`src/rtl/nibble_serial_adder.sv`:
```
// nibble_serial_adder
//   Multi-cycle WIDTH-bit add/subtract unit that reuses a single 4-bit
//   carry-lookahead slice. An operand pair is accepted over in_valid/in_ready.
//   One nibble per cycle (LSB first) is added, with the inter-nibble carry
//   kept in a register. The result is then offered over out_valid/out_ready.
//
// Ports
//   clk, rst           clock (rising edge), asynchronous active-high reset
//   in_valid/in_ready  operand handshake; a, b, cin, sub sampled on accept
//   a, b               WIDTH-bit operands
//   cin                carry-in (add only), sub: 1 = a - b
//   out_valid/out_ready result handshake
//   sum, cout, ovf     result, carry out of MSB, signed overflow
//   busy               operation in flight (RUN or DONE)
module nibble_serial_adder #(
  parameter int WIDTH = 16
) (
  input  logic             clk,
  input  logic             rst,
  input  logic             in_valid,
  output logic             in_ready,
  input  logic [WIDTH-1:0] a,
  input  logic [WIDTH-1:0] b,
  input  logic             cin,
  input  logic             sub,
  output logic             out_valid,
  input  logic             out_ready,
  output logic [WIDTH-1:0] sum,
  output logic             cout,
  output logic             ovf,
  output logic             busy
);

  localparam int NIB = WIDTH / 4;
  localparam int CW  = (NIB > 1) ? $clog2(NIB) : 1;

  typedef enum logic [1:0] {S_IDLE, S_RUN, S_DONE} state_t;

  state_t           state_q, state_d;
  logic [WIDTH-1:0] a_q, b_q, sum_q;
  logic [CW-1:0]    cnt_q;
  logic             c_q, cout_q, ovf_q, ovld_q;

  logic             accept, handoff, last;
  logic [3:0]       a_nib, b_nib, g, p, s_sum;
  logic [4:0]       c;

  assign accept  = in_valid & in_ready;
  assign handoff = ovld_q & out_ready;
  assign last    = (cnt_q == CW'(NIB - 1));

  // Nibble select for the current counter value.
  always_comb begin
    a_nib = '0;
    b_nib = '0;
    for (int n = 0; n < NIB; n++) begin
      if (cnt_q == CW'(n)) begin
        a_nib = a_q[4*n +: 4];
        b_nib = b_q[4*n +: 4];
      end
    end
  end

  // 4-bit carry-lookahead slice: every carry is a flat function of g/p/c0.
  assign g    = a_nib & b_nib;
  assign p    = a_nib ^ b_nib;
  assign c[0] = c_q;
  assign c[1] = g[0] | (p[0] & c[0]);
  assign c[2] = g[1] | (p[1] & g[0]) | (p[1] & p[0] & c[0]);
  assign c[3] = g[2] | (p[2] & g[1]) | (p[2] & p[1] & g[0])
              | (p[2] & p[1] & p[0] & c[0]);
  assign c[4] = g[3] | (p[3] & g[2]) | (p[3] & p[2] & g[1])
              | (p[3] & p[2] & p[1] & g[0])
              | (p[3] & p[2] & p[1] & p[0] & c[0]);
  assign s_sum = p ^ c[3:0];

  // FSM: state register
  always_ff @(posedge clk or posedge rst) begin
    if (rst) state_q <= S_IDLE;
    else     state_q <= state_d;
  end

  // FSM: next state
  always_comb begin
    state_d = state_q;
    case (state_q)
      S_IDLE:  if (accept)  state_d = S_RUN;
      S_RUN:   if (last)    state_d = S_DONE;
      S_DONE:  if (handoff) state_d = S_IDLE;
      default:              state_d = S_IDLE;
    endcase
  end

  // FSM: outputs. in_ready is gated by rst so nothing is offered during reset.
  always_comb begin
    in_ready = (state_q == S_IDLE) & ~rst;
    busy     = (state_q != S_IDLE);
  end

  // Datapath
  always_ff @(posedge clk or posedge rst) begin
    if (rst) begin
      a_q    <= '0;
      b_q    <= '0;
      sum_q  <= '0;
      cnt_q  <= '0;
      c_q    <= 1'b0;
      cout_q <= 1'b0;
      ovf_q  <= 1'b0;
      ovld_q <= 1'b0;
    end else if (accept) begin
      a_q   <= a;
      b_q   <= sub ? ~b : b;
      c_q   <= sub | cin;   // subtract is a + ~b + 1; cin ignored
      cnt_q <= '0;
      sum_q <= '0;
    end else if (state_q == S_RUN) begin
      for (int n = 0; n < NIB; n++) begin
        if (cnt_q == CW'(n)) sum_q[4*n +: 4] <= s_sum;
      end
      c_q   <= c[4];
      cnt_q <= cnt_q + 1'b1;
      if (last) begin
        cout_q <= c[4];
        ovf_q  <= c[3] ^ c[4];
        ovld_q <= 1'b1;
      end
    end else if (handoff) begin
      ovld_q <= 1'b0;
    end
  end

  assign sum       = sum_q;
  assign cout      = cout_q;
  assign ovf       = ovf_q;
  assign out_valid = ovld_q;

endmodule
```
`config.mk`:
```
export PLATFORM = sky130hd
export DESIGN_NAME = nibble_serial_adder
export DESIGN_NICKNAME = d
export VERILOG_FILES = /design/src/rtl/nibble_serial_adder.sv
export SDC_FILE = /design/constraint.sdc
export NUM_CORES = 1
export LEC_CHECK = 0
export ABC_CLOCK_PERIOD_IN_PS = 3150
export BUFFER_PORTS_ARGS = -buffer_cell sky130_fd_sc_hd__buf_2
export CORE_MARGIN = 2
export CORE_UTILIZATION = 52
export CTS_BUF_LIST = sky130_fd_sc_hd__clkbuf_16
export DETAILED_ROUTE_END_ITERATION = 8
export PLACE_DENSITY = 0.76
export SLEW_MARGIN = 10
export SYNTH_ARGS = -nofsm -noshare
export SYNTH_HDL_FRONTEND = slang
export SYNTH_SLANG_ARGS = --single-unit
```
`constraint.sdc`:
```
create_clock -name clk -period 3.15 [get_ports clk]
set_clock_uncertainty 0.2 [all_clocks]
set_input_delay 0.63 -clock clk [delete_from_list [all_inputs] [get_ports clk]]
set_output_delay 0.63 -clock clk [all_outputs]
set_load 0.02 [all_outputs]
```
==> results.json, run 1 <==
{
  "status": "finished clean",
  "syn_nets": 325,
  "top_layer": "met4",
  "endpoint_kind": "register",
  "dpl_cell_area_sq_um": 3190,
  "worst-path-buf-inv": 2,
  "slew_viol_final": 0,
  "routed_wl_um": 5820,
  "ys_types": 33,
  "cp-start-kind": "register",
  "netlist_area_sq_um": 2830,
  "stdcell_count": 403,
  "p_leak_nw": 1.53,
  "yosys-top-cells-area": "dfrtp_1, a21oi_1, mux2_2",
  "syn2layout_area_growth_pct": 18.6,
  "tns_ps": 0,
  "postLayoutCellArea_sq_um": 3360,
  "synth_seq_cells": 56,
  "mostFrequentLayoutCell": "buf_2",
  "dp_cells": 394,
  "max_freq_ghz": 0.343,
  "dp_hpwl_um": 4190,
  "hold_viol_final": 0,
  "grt_pass1_wl_um": 9650,
  "period_share_pct": 92.6,
  "cts_root_buf": "clkbuf_16",
  "rows": 26,
  "fin_nets": 380,
  "drive_above_1_share_pct": 29.1,
  "yosysSeqAreaShare_pct": 49.5,
  "p_per_area_nw_per_um2": 1230,
  "timing.final.ws_setup_ps": 233,
  "fin_crit_ps": 2920,
  "start_util_pct": 54.7,
  "relSlewSlack_pct": 60.0,
  "dieHeight_um": 77.8,
  "slowest_delay_ps": 450,
  "diodes": 0,
  "ctsHoldBuffers": 0,
  "setup_viol": 0,
  "drt_iter0_drc": 126,
  "dr_wl_met3_um": 302,
  "cts.sinks": 56,
  "pin_count": 59,
  "maxCapViolCount": 0,
  "clock_latency_ps": 290,
  "ir_worst_vdd_mv": 0.619,
  "startpoint": "cnt_q[0]$_DFFE_PP0P_",
  "crit_type": "reg2reg",
  "hold_ws_ps": 238,
  "cts_tree": "built",
  "synthCells": 277,
  "grt_overflow": 0,
  "io_buffers": 58,
  "crit_path_top_delay_cell": "dfrtp_1",
  "dieArea_sq_um": 6050,
  "die-width_um": 77.8,
  "grt_max_degree": 69,
  "via_per_inst": 5.32,
  "synth_top_area_share_pct": 49.5,
  "yosysTopAreaCell": "dfrtp_1",
  "track_usage_pct": 19.9,
  "drc": 0,
  "met1_length_um": 2670,
  "pre_cts_ws_ps": 55.1,
  "syn_avg_cell_area_sq_um": 10.2,
  "numCtsBuffers": 5,
  "drt-wirelength-per-cell_um": 14.4,
  "cts_max_level": 2,
  "tightest_slew_ps": 599,
  "place.gp.congestion": 0.907,
  "grt_pass1_vias": 2036,
  "required_ps": 3160,
  "critPathMaxFanout": 15,
  "ant_nets": 0,
  "final_cell_mix": "buf_2, dfrtp_1, a21oi_1, nand2_1, xnor2_1",
  "wl_met2_um": 2750,
  "cts.path.max_buffers": 2,
  "clk_pin_slew_ps": 70,
  "first_pass_iters": 4,
  "rr_startpoint": "cnt_q[0]$_DFFE_PP0P_",
  "worst_ep_arrival_time_ps": 2930,
  "core_sq_um": 5170,
  "ys_warn_count": 0,
  "hp-class": "in2async",
  "path_delay_family": "compound AO/OA/AOI/OAI gates",
  "dr_total_vias": 2142,
  "path_cells": "inv_1, ha_2, nor2b_1, nor3_1, a21o_1, ha_1, a41oi_1, o21ai_0, xnor2_1, buf_4, o22ai_1",
  "antenna_found_initial": 0
}
state kept, by name, summed over array words and instances (netlist names):
register,flops
a_q,16
b_q,16
c_q,1
cnt_q,2
cout,1
out_valid,1
ovf,1
state_q,2
sum,16
power by group:
group,switching (mW),total (mW),internal [mW]
Combinational,1.32,2.32,1.00
Clock,0.248,0.540,0.292
Sequential,0.213,1.27,1.05
layout make-up:
type | instances | area, sq um
fill | 421 | 1810
sequential | 56 | 1400
multi-input combinational | 197 | 1310
timing repair buffer | 67 | 395
clock buffer | 5 | 125
tap | 70 | 87.6
clock inverter | 3 | 18.8
inverter | 5 | 18.8
synth_stat cells, drive strengths merged:
cell,instances
xor2,1
a311oi,2
ha,9
nand2,35
nand3,4
o31ai,3
inv,5
buf,15
nand2b,1
o21bai,1
dfrtp,56
nor4b,1
a21oi,38
mux2,16
a21o,5
o22ai,8
clkbuf,4
o21ai,10
o211ai,1
xnor2,19
a221oi,5
nor2b,8
nand3b,4
a41oi,1
nor3,2
and3,1
or2,3
nor2,18
fa,1
kinds of logic (layout without fill, tap and decap cells):
family	after synthesis	after routing	share of synthesized area (%)
DFF	56	56	49.5
adders and majority gates	10	10	4.68
buffers and inverters	24	80	4.82
and+or+nand+nor	77	77	12.9
AOI/OAI and AO/OA	74	74	15.6
xor gates and xnor gates	20	20	6.19
muxes	16	16	6.36
metal layers:
metal	GRT usage, %	vias to the layer above
met4	6.07	0
met3	3.49	12
met2	32.0	63
li1	-	1063
met1	27.7	1004
met5	0	-
worst paths after layout:
path / end / cells past startpoint / slack, ps
max: sum[3]$_DFFE_PP0P_ / 11 / 230
min: sum[6]$_DFFE_PP0P_ / 2 / 240
max reg2reg: sum[3]$_DFFE_PP0P_ / 11 / 230
min reg2reg: ovf$_DFFE_PP0P_ / 2 / 280
max in group asynchronous: b_q[10]$_DFFE_PP0P_ / 3 / 1950
min in group clk: ovf$_DFFE_PP0P_ / 2 / 280
through the flow:
| stage | utilization (%) | power [mW] |
|---|---|---|
| 2_1_floorplan | - | 2.88 |
| 3_3_place_gp | 61.7 | 3.42 |
| 3_5_place_dp | 61.7 | 3.49 |
| 4_1_cts | 64.5 | 4.04 |
| 5_1_grt | 64.9 | 4.44 |
| 6_report | 64.9 | 4.13 |
worst reg2reg max path: stages (launching register included):
cell and delay (ps):
dfrtp_1 450, inv_1 100, ha_2 300, nor2b_1 170
nor3_1 300, a21o_1 180, ha_1 270, a41oi_1 210
o21ai_0 190, xnor2_1 170, buf_4 160, o22ai_1 160
what timing repair did:
action	4_1_cts	5_1_grt
endpoints found under the setup margin	1	9
pin swaps	0	1
resized for setup	1	3
buffers inserted	0	1
hold endpoints to repair	0	0
(Power assumes the default switching activity.)
==> inputs of run 2 (changes only) <==
--- a/config.mk
+++ b/config.mk
@@ -7,6 +7,7 @@
 export LEC_CHECK = 0
 export ABC_CLOCK_PERIOD_IN_PS = 3150
 export BUFFER_PORTS_ARGS = -buffer_cell sky130_fd_sc_hd__buf_2
+export CORE_ASPECT_RATIO = 1.75
 export CORE_MARGIN = 2
 export CORE_UTILIZATION = 52
 export CTS_BUF_LIST = sky130_fd_sc_hd__clkbuf_16
==> run 2 against run 1 <==
Compared with the run above: first-iteration DRC count shrank 52%; sequential share of layout area grew 0.65 points; non-clock buffer count shrank 2; register-to-register slack lost 70 ps; core utilization shrank 2.0 points; power grew 0.46%; final cell count shrank 4.2%; die area grew 0.38%; via count shrank 0.33%; combinational power is essentially flat; sequential cell count is the same; clock power is essentially flat; critical path type unchanged.
==> results.json, run 2 (synthesis gave the netlist of run 1 again) <==
{
  "dieHeight_um": 102,
  "max_freq_ghz": 0.335,
  "hold_viol_final": 0,
  "diodes": 0,
  "status": "finished clean",
  "dr_total_vias": 2135,
  "fin_nets": 378,
  "rows": 35,
  "slowest_delay_ps": 410,
  "required_ps": 3160,
  "place.gp.congestion": 0.941,
  "comb_power_share_pct": 56.3,
  "path_cells": "inv_1, ha_2, nor2b_1, a221oi_1, nor3_1, a21o_1, ha_1, a41oi_1, o21ai_1, xnor2_1, buf_4, o22ai_1",
  "cts_root_buf": "clkbuf_16",
  "drt_iter0_drc": 60,
  "drive_above_1_share_pct": 29.0,
  "via_per_inst": 5.53,
  "total_power_mw": 4.15,
  "drc": 0,
  "setup_viol": 0,
  "clk_pin_slew_ps": 70,
  "maxCapViolCount": 0,
  "slew_viol_final": 0,
  "cts.sinks": 56,
  "start_util_pct": 53.9,
  "p_leak_nw": 1.53,
  "pin_count": 59,
  "cts_max_level": 2,
  "crit_type": "reg2reg",
  "fin_crit_ps": 2980,
  "mostFrequentLayoutCell": "buf_2",
  "dp_cells": 377,
  "final_cell_mix": "buf_2, dfrtp_1, a21oi_1, nand2_1",
  "cp-start-kind": "register",
  "antenna_found_initial": 0,
  "ant_nets": 0,
  "io_buffers": 58,
  "p_per_area_nw_per_um2": 1250,
  "track_usage_pct": 20.4,
  "grt_max_degree": 69,
  "dp_hpwl_um": 4210,
  "drt-wirelength-per-cell_um": 14.8,
  "cts.path.max_buffers": 2,
  "clock_latency_ps": 290,
  "dieArea_sq_um": 6070,
  "worst-path-buf-inv": 2,
  "ir_worst_vdd_mv": 0.549,
  "path_delay_family": "compound AO/OA/AOI/OAI gates",
  "worst_ep_arrival_time_ps": 2990,
  "internal_power_mw": 2.35,
  "grt_overflow": 0,
  "clock_power_share_pct": 13.1,
  "routed_wl_um": 5730,
  "numCtsBuffers": 5,
  "die-width_um": 59.8,
  "crit_path_top_delay_cell": "dfrtp_1",
  "hp-class": "in2async",
  "p_sw_share_pct": 43.3,
  "tightest_slew_ps": 668,
  "stdcell_count": 386,
  "relSlewSlack_pct": 55.4,
  "rsz0062_at_grt": "yes",
  "critPathMaxFanout": 10,
  "first_pass_iters": 4,
  "cts_tree": "built",
  "grt_pass1_wl_um": 9360,
  "core_sq_um": 5260,
  "power_switching_mw": 1.80,
  "grt_pass1_vias": 2048,
  "seq_power_share_pct": 30.6,
  "endpoint_kind": "register",
  "period_share_pct": 94.7,
  "syn2layout_area_growth_pct": 16.8
}
-- run 2: cell types whose count changed in the layout (fill, tap and decap cells not counted), sizes merged --
cell	delta
inv	+1
clkinv	+1
clkinvlp	-2
buf	-2
-- run 2: routing by layer --
metal / up-vias / GRT usage, % / wire (um)
met3: 8 / 3.19 / 157
met4: 0 / 8.03 / 115
met1: 1020 / 23.9 / 2260
met5: - / 0 / 0
li1: 1065 / - / -
met2: 42 / 36.1 / 3190
-- run 2: worst paths after layout --
path	to	start	slack [ps]	depth (start not counted)
worst max-delay path	sum[7]$_DFFE_PP0P_	cnt_q[1]$_DFFE_PP0P_	170	12
worst min-delay path	sum[15]$_DFFE_PP0P_	rst	270	2
worst max register to register	sum[7]$_DFFE_PP0P_	cnt_q[1]$_DFFE_PP0P_	170	12
worst min register to register	ovf$_DFFE_PP0P_	ovf$_DFFE_PP0P_	280	2
max in group asynchronous	b_q[10]$_DFFE_PP0P_	rst	1830	3
min in group clk	ovf$_DFFE_PP0P_	ovf$_DFFE_PP0P_	280	2
-- run 2: worst reg2reg max path: stages (launching register included) --
cell and delay, ps:
dfrtp_1 410, inv_1 110, ha_2 310, nor2b_1 90
a221oi_1 310, nor3_1 100, a21o_1 210, ha_1 330
a41oi_1 220, o21ai_1 140, xnor2_1 140, buf_4 150
o22ai_1 170
-- run 2: area by class of cell --
type | count | area [sq um]
flip-flops and latches | 56 | 1400
inverters | 5 | 18.8
well taps | 55 | 68.8
clock buffers | 5 | 125
repair buffers | 65 | 355
multi-input cells | 197 | 1320
fillers | 461 | 1950
clock inverters | 3 | 17.5
-- run 2: stage by stage --
stage / utilization [%] / setup WS (ps) / TNS (ps) / hold WS, ps / instance area (sq um)
3_5_place_dp: 59.6 / 2.57 / 0 / 270 / 3130
2_1_floorplan: - / 457 / 0 / 273 / 2830
6_report: 62.9 / 167 / 0 / 267 / 3310
3_3_place_gp: 59.6 / 105 / 0 / 260 / 3130
5_1_grt: 62.9 / -17.3 / -17.3 / 322 / 3310
4_1_cts: 62.4 / 37.5 / 0 / 284 / 3280
-- run 2: timing repair --
action / in CTS / in global routing
pin swaps: 1 / 0
setup buffers: 1 / 0
endpoints found under the setup margin: 4 / 11
gates resized for setup: 0 / 6
hold buffers: 0 / 0
-- run 2: power groups by stage --
stage,Sequential [mW],Combinational (mW),Clock (mW)
global placement,1.27,2.09,0
finish,1.27,2.33,0.542
detailed placement,1.28,2.14,0
global route,1.31,2.58,0.583
CTS,1.27,2.23,0.550
floorplan,1.32,1.56,0
==> inputs of run 3 (changes only) <==
--- a/config.mk
+++ b/config.mk
@@ -5,7 +5,7 @@
 export SDC_FILE = /design/constraint.sdc
 export NUM_CORES = 1
 export LEC_CHECK = 0
-export ABC_CLOCK_PERIOD_IN_PS = 3150
+export ABC_CLOCK_PERIOD_IN_PS = 2900
 export BUFFER_PORTS_ARGS = -buffer_cell sky130_fd_sc_hd__buf_2
 export CORE_ASPECT_RATIO = 1.75
 export CORE_MARGIN = 2
==> constraint.sdc (replaced) <==
create_clock -name clk -period 2.9 [get_ports clk]
set_clock_uncertainty 0.2 [all_clocks]
set_input_delay 0.58 -clock clk [delete_from_list [all_inputs] [get_ports clk]]
set_output_delay 0.58 -clock clk [all_outputs]
set_load 0.02 [all_outputs]
==> run 3 against run 2 <==
Compared with the run above: final cell count up 3.1%; first-iteration DRC count increased by 53%; clock-buffer cell count unchanged; critical endpoint is now ovf$_DFFE_PP0P_; largest cell class unchanged; largest power group unchanged; highest routed layer unchanged.
==> results.json, run 3 (synthesis gave the netlist of run 1 again) <==
{
  "fin_nets": 390,
  "setup_viol": 0,
  "cts_tree": "built",
  "first_pass_iters": 4,
  "dr_total_vias": 2195,
  "max_freq_ghz": 0.356,
  "die-width_um": 59.8,
  "numCtsBuffers": 5,
  "period_share_pct": 96.8,
  "final_cell_mix": "buf_2, dfrtp_1, a21oi_1, nand2_1, nor2_1",
  "cts_max_level": 2,
  "core_sq_um": 5260,
  "antenna_found_initial": 0,
  "mostFrequentLayoutCell": "buf_2",
  "grt_overflow": 0,
  "clk_pin_slew_ps": 70,
  "io_buffers": 58,
  "drt-wirelength-per-cell_um": 15.4,
  "routed_wl_um": 6140,
  "drive_above_1_share_pct": 35.0,
  "fin_crit_ps": 2810,
  "ir_worst_vdd_mv": 0.738,
  "rows": 35,
  "pin_count": 59,
  "ctsHoldBuffers": 0,
  "cts_root_buf": "clkbuf_16",
  "diodes": 0,
  "via_per_inst": 5.52,
  "tightest_slew_ps": 596,
  "status": "finished clean",
  "maxCapViolCount": 0,
  "critPathMaxFanout": 7,
  "grt_pass1_wl_um": 9760,
  "dp_hpwl_um": 4310,
  "place.gp.congestion": 0.915,
  "p_per_area_nw_per_um2": 1440,
  "relSlewSlack_pct": 60.2,
  "syn2layout_area_growth_pct": 24.3,
  "endpoint_kind": "register",
  "clock_latency_ps": 290,
  "crit_type": "reg2reg",
  "pre_cts_ws_ps": -105,
  "dieArea_sq_um": 6070,
  "required_ps": 2870,
  "grt_pass1_vias": 2141,
  "hp-class": "in2async",
  "slew_viol_final": 0,
  "hold_viol_final": 0,
  "grt_max_degree": 69,
  "track_usage_pct": 21.2,
  "ant_nets": 0,
  "timing.final.ws_setup_ps": 93.6,
  "cts.sinks": 56,
  "drt_iter0_drc": 92,
  "cp-start-kind": "register",
  "drc": 0,
  "start_util_pct": 53.9,
  "p_leak_nw": 1.62,
  "utilization_pct": 67.0,
  "dieHeight_um": 102,
  "cts.path.max_buffers": 2,
  "worst_ep_arrival_time_ps": 2780
}
==> run 3: cell types whose count changed in the layout (fill, tap and decap cells not counted), moves of 2 or more <==
cell,before,now
a221oi_1,4,2
inv_1,4,2
ha_4,0,4
o21ai_0,9,7
inv_2,1,3
a221oi_2,0,2
ha_2,3,0
buf_4,6,17
==> run 3: layer usage <==
| layer | global-route usage [%] | vias up | share of wire (%) |
|---|---|---|---|
| met1 | 22.7 | 1037 | 37 |
| met3 | 4.34 | 16 | 3.9 |
| met2 | 39.0 | 59 | 56 |
| met5 | 0 | - | 0 |
| met4 | 8.38 | 0 | 3.2 |
| li1 | - | 1083 | - |
==> run 3: worst paths after layout <==
check,end,slack (ps),cells past startpoint,startpoint
max in group asynchronous,cnt_q[0]$_DFFE_PP0P_,1740,3,rst
hold reg to reg,ovf$_DFFE_PP0P_,280,2,ovf$_DFFE_PP0P_
setup / recovery,ovf$_DFFE_PP0P_,90,11,cnt_q[0]$_DFFE_PP0P_
setup reg to reg,ovf$_DFFE_PP0P_,90,11,cnt_q[0]$_DFFE_PP0P_
hold / removal,c_q$_DFFE_PP0P_,190,2,rst
min in group clk,out_valid$_DFFE_PP0P_,270,2,out_ready
==> run 3: final cells by class <==
cell class	count	area, sq um
flip-flops and latches	56	1400
clock buffers	5	125
fillers	431	1730
multi-input cells	197	1400
inverters	5	18.8
repair buffers	77	458
clock inverters	3	46.3
well taps	55	68.8
==> run 3: stage by stage <==
step                      setup TNS (ps)  cells  power (mW)  hold slack (ps)  cell area (sq um)
final                                  0    398        5.08              187               3520
after CTS                              0    393        4.74              214               3420
after global placement             -65.1    385        3.80              258               3200
after detailed placement            -114    385        3.90              267               3200
after global routing               -20.1    398        5.46              244               3520
after floorplan                        0    277        3.13              273               2830
==> run 3: power breakdown <==
| part | internal (mW) | switching (mW) | total [mW] |
|---|---|---|---|
| Clock | 0.411 | 0.278 | 0.689 |
| Combinational | 1.37 | 1.64 | 3.00 |
| Sequential | 1.14 | 0.242 | 1.39 |
| Total | 2.92 | 2.16 | 5.08 |
==> run 3: timing repair <==
item	4_1_cts	5_1_grt
resized for setup	8	14
setup endpoints to repair	12	15
pin swaps	0	3
endpoints found under the hold margin	0	0
buffers inserted	0	5
==> run 3: worst max-delay path, cell delays in order, from the launching register on <==
cell and delay [ps]:
dfrtp_2 440, ha_4 200, buf_4 160, nand3b_1 170
a21oi_1 180, a21oi_1 70, o21ai_1 140, ha_1 290
a21o_1 230, a221oi_4 330, xor2_1 180, o21ai_0 80
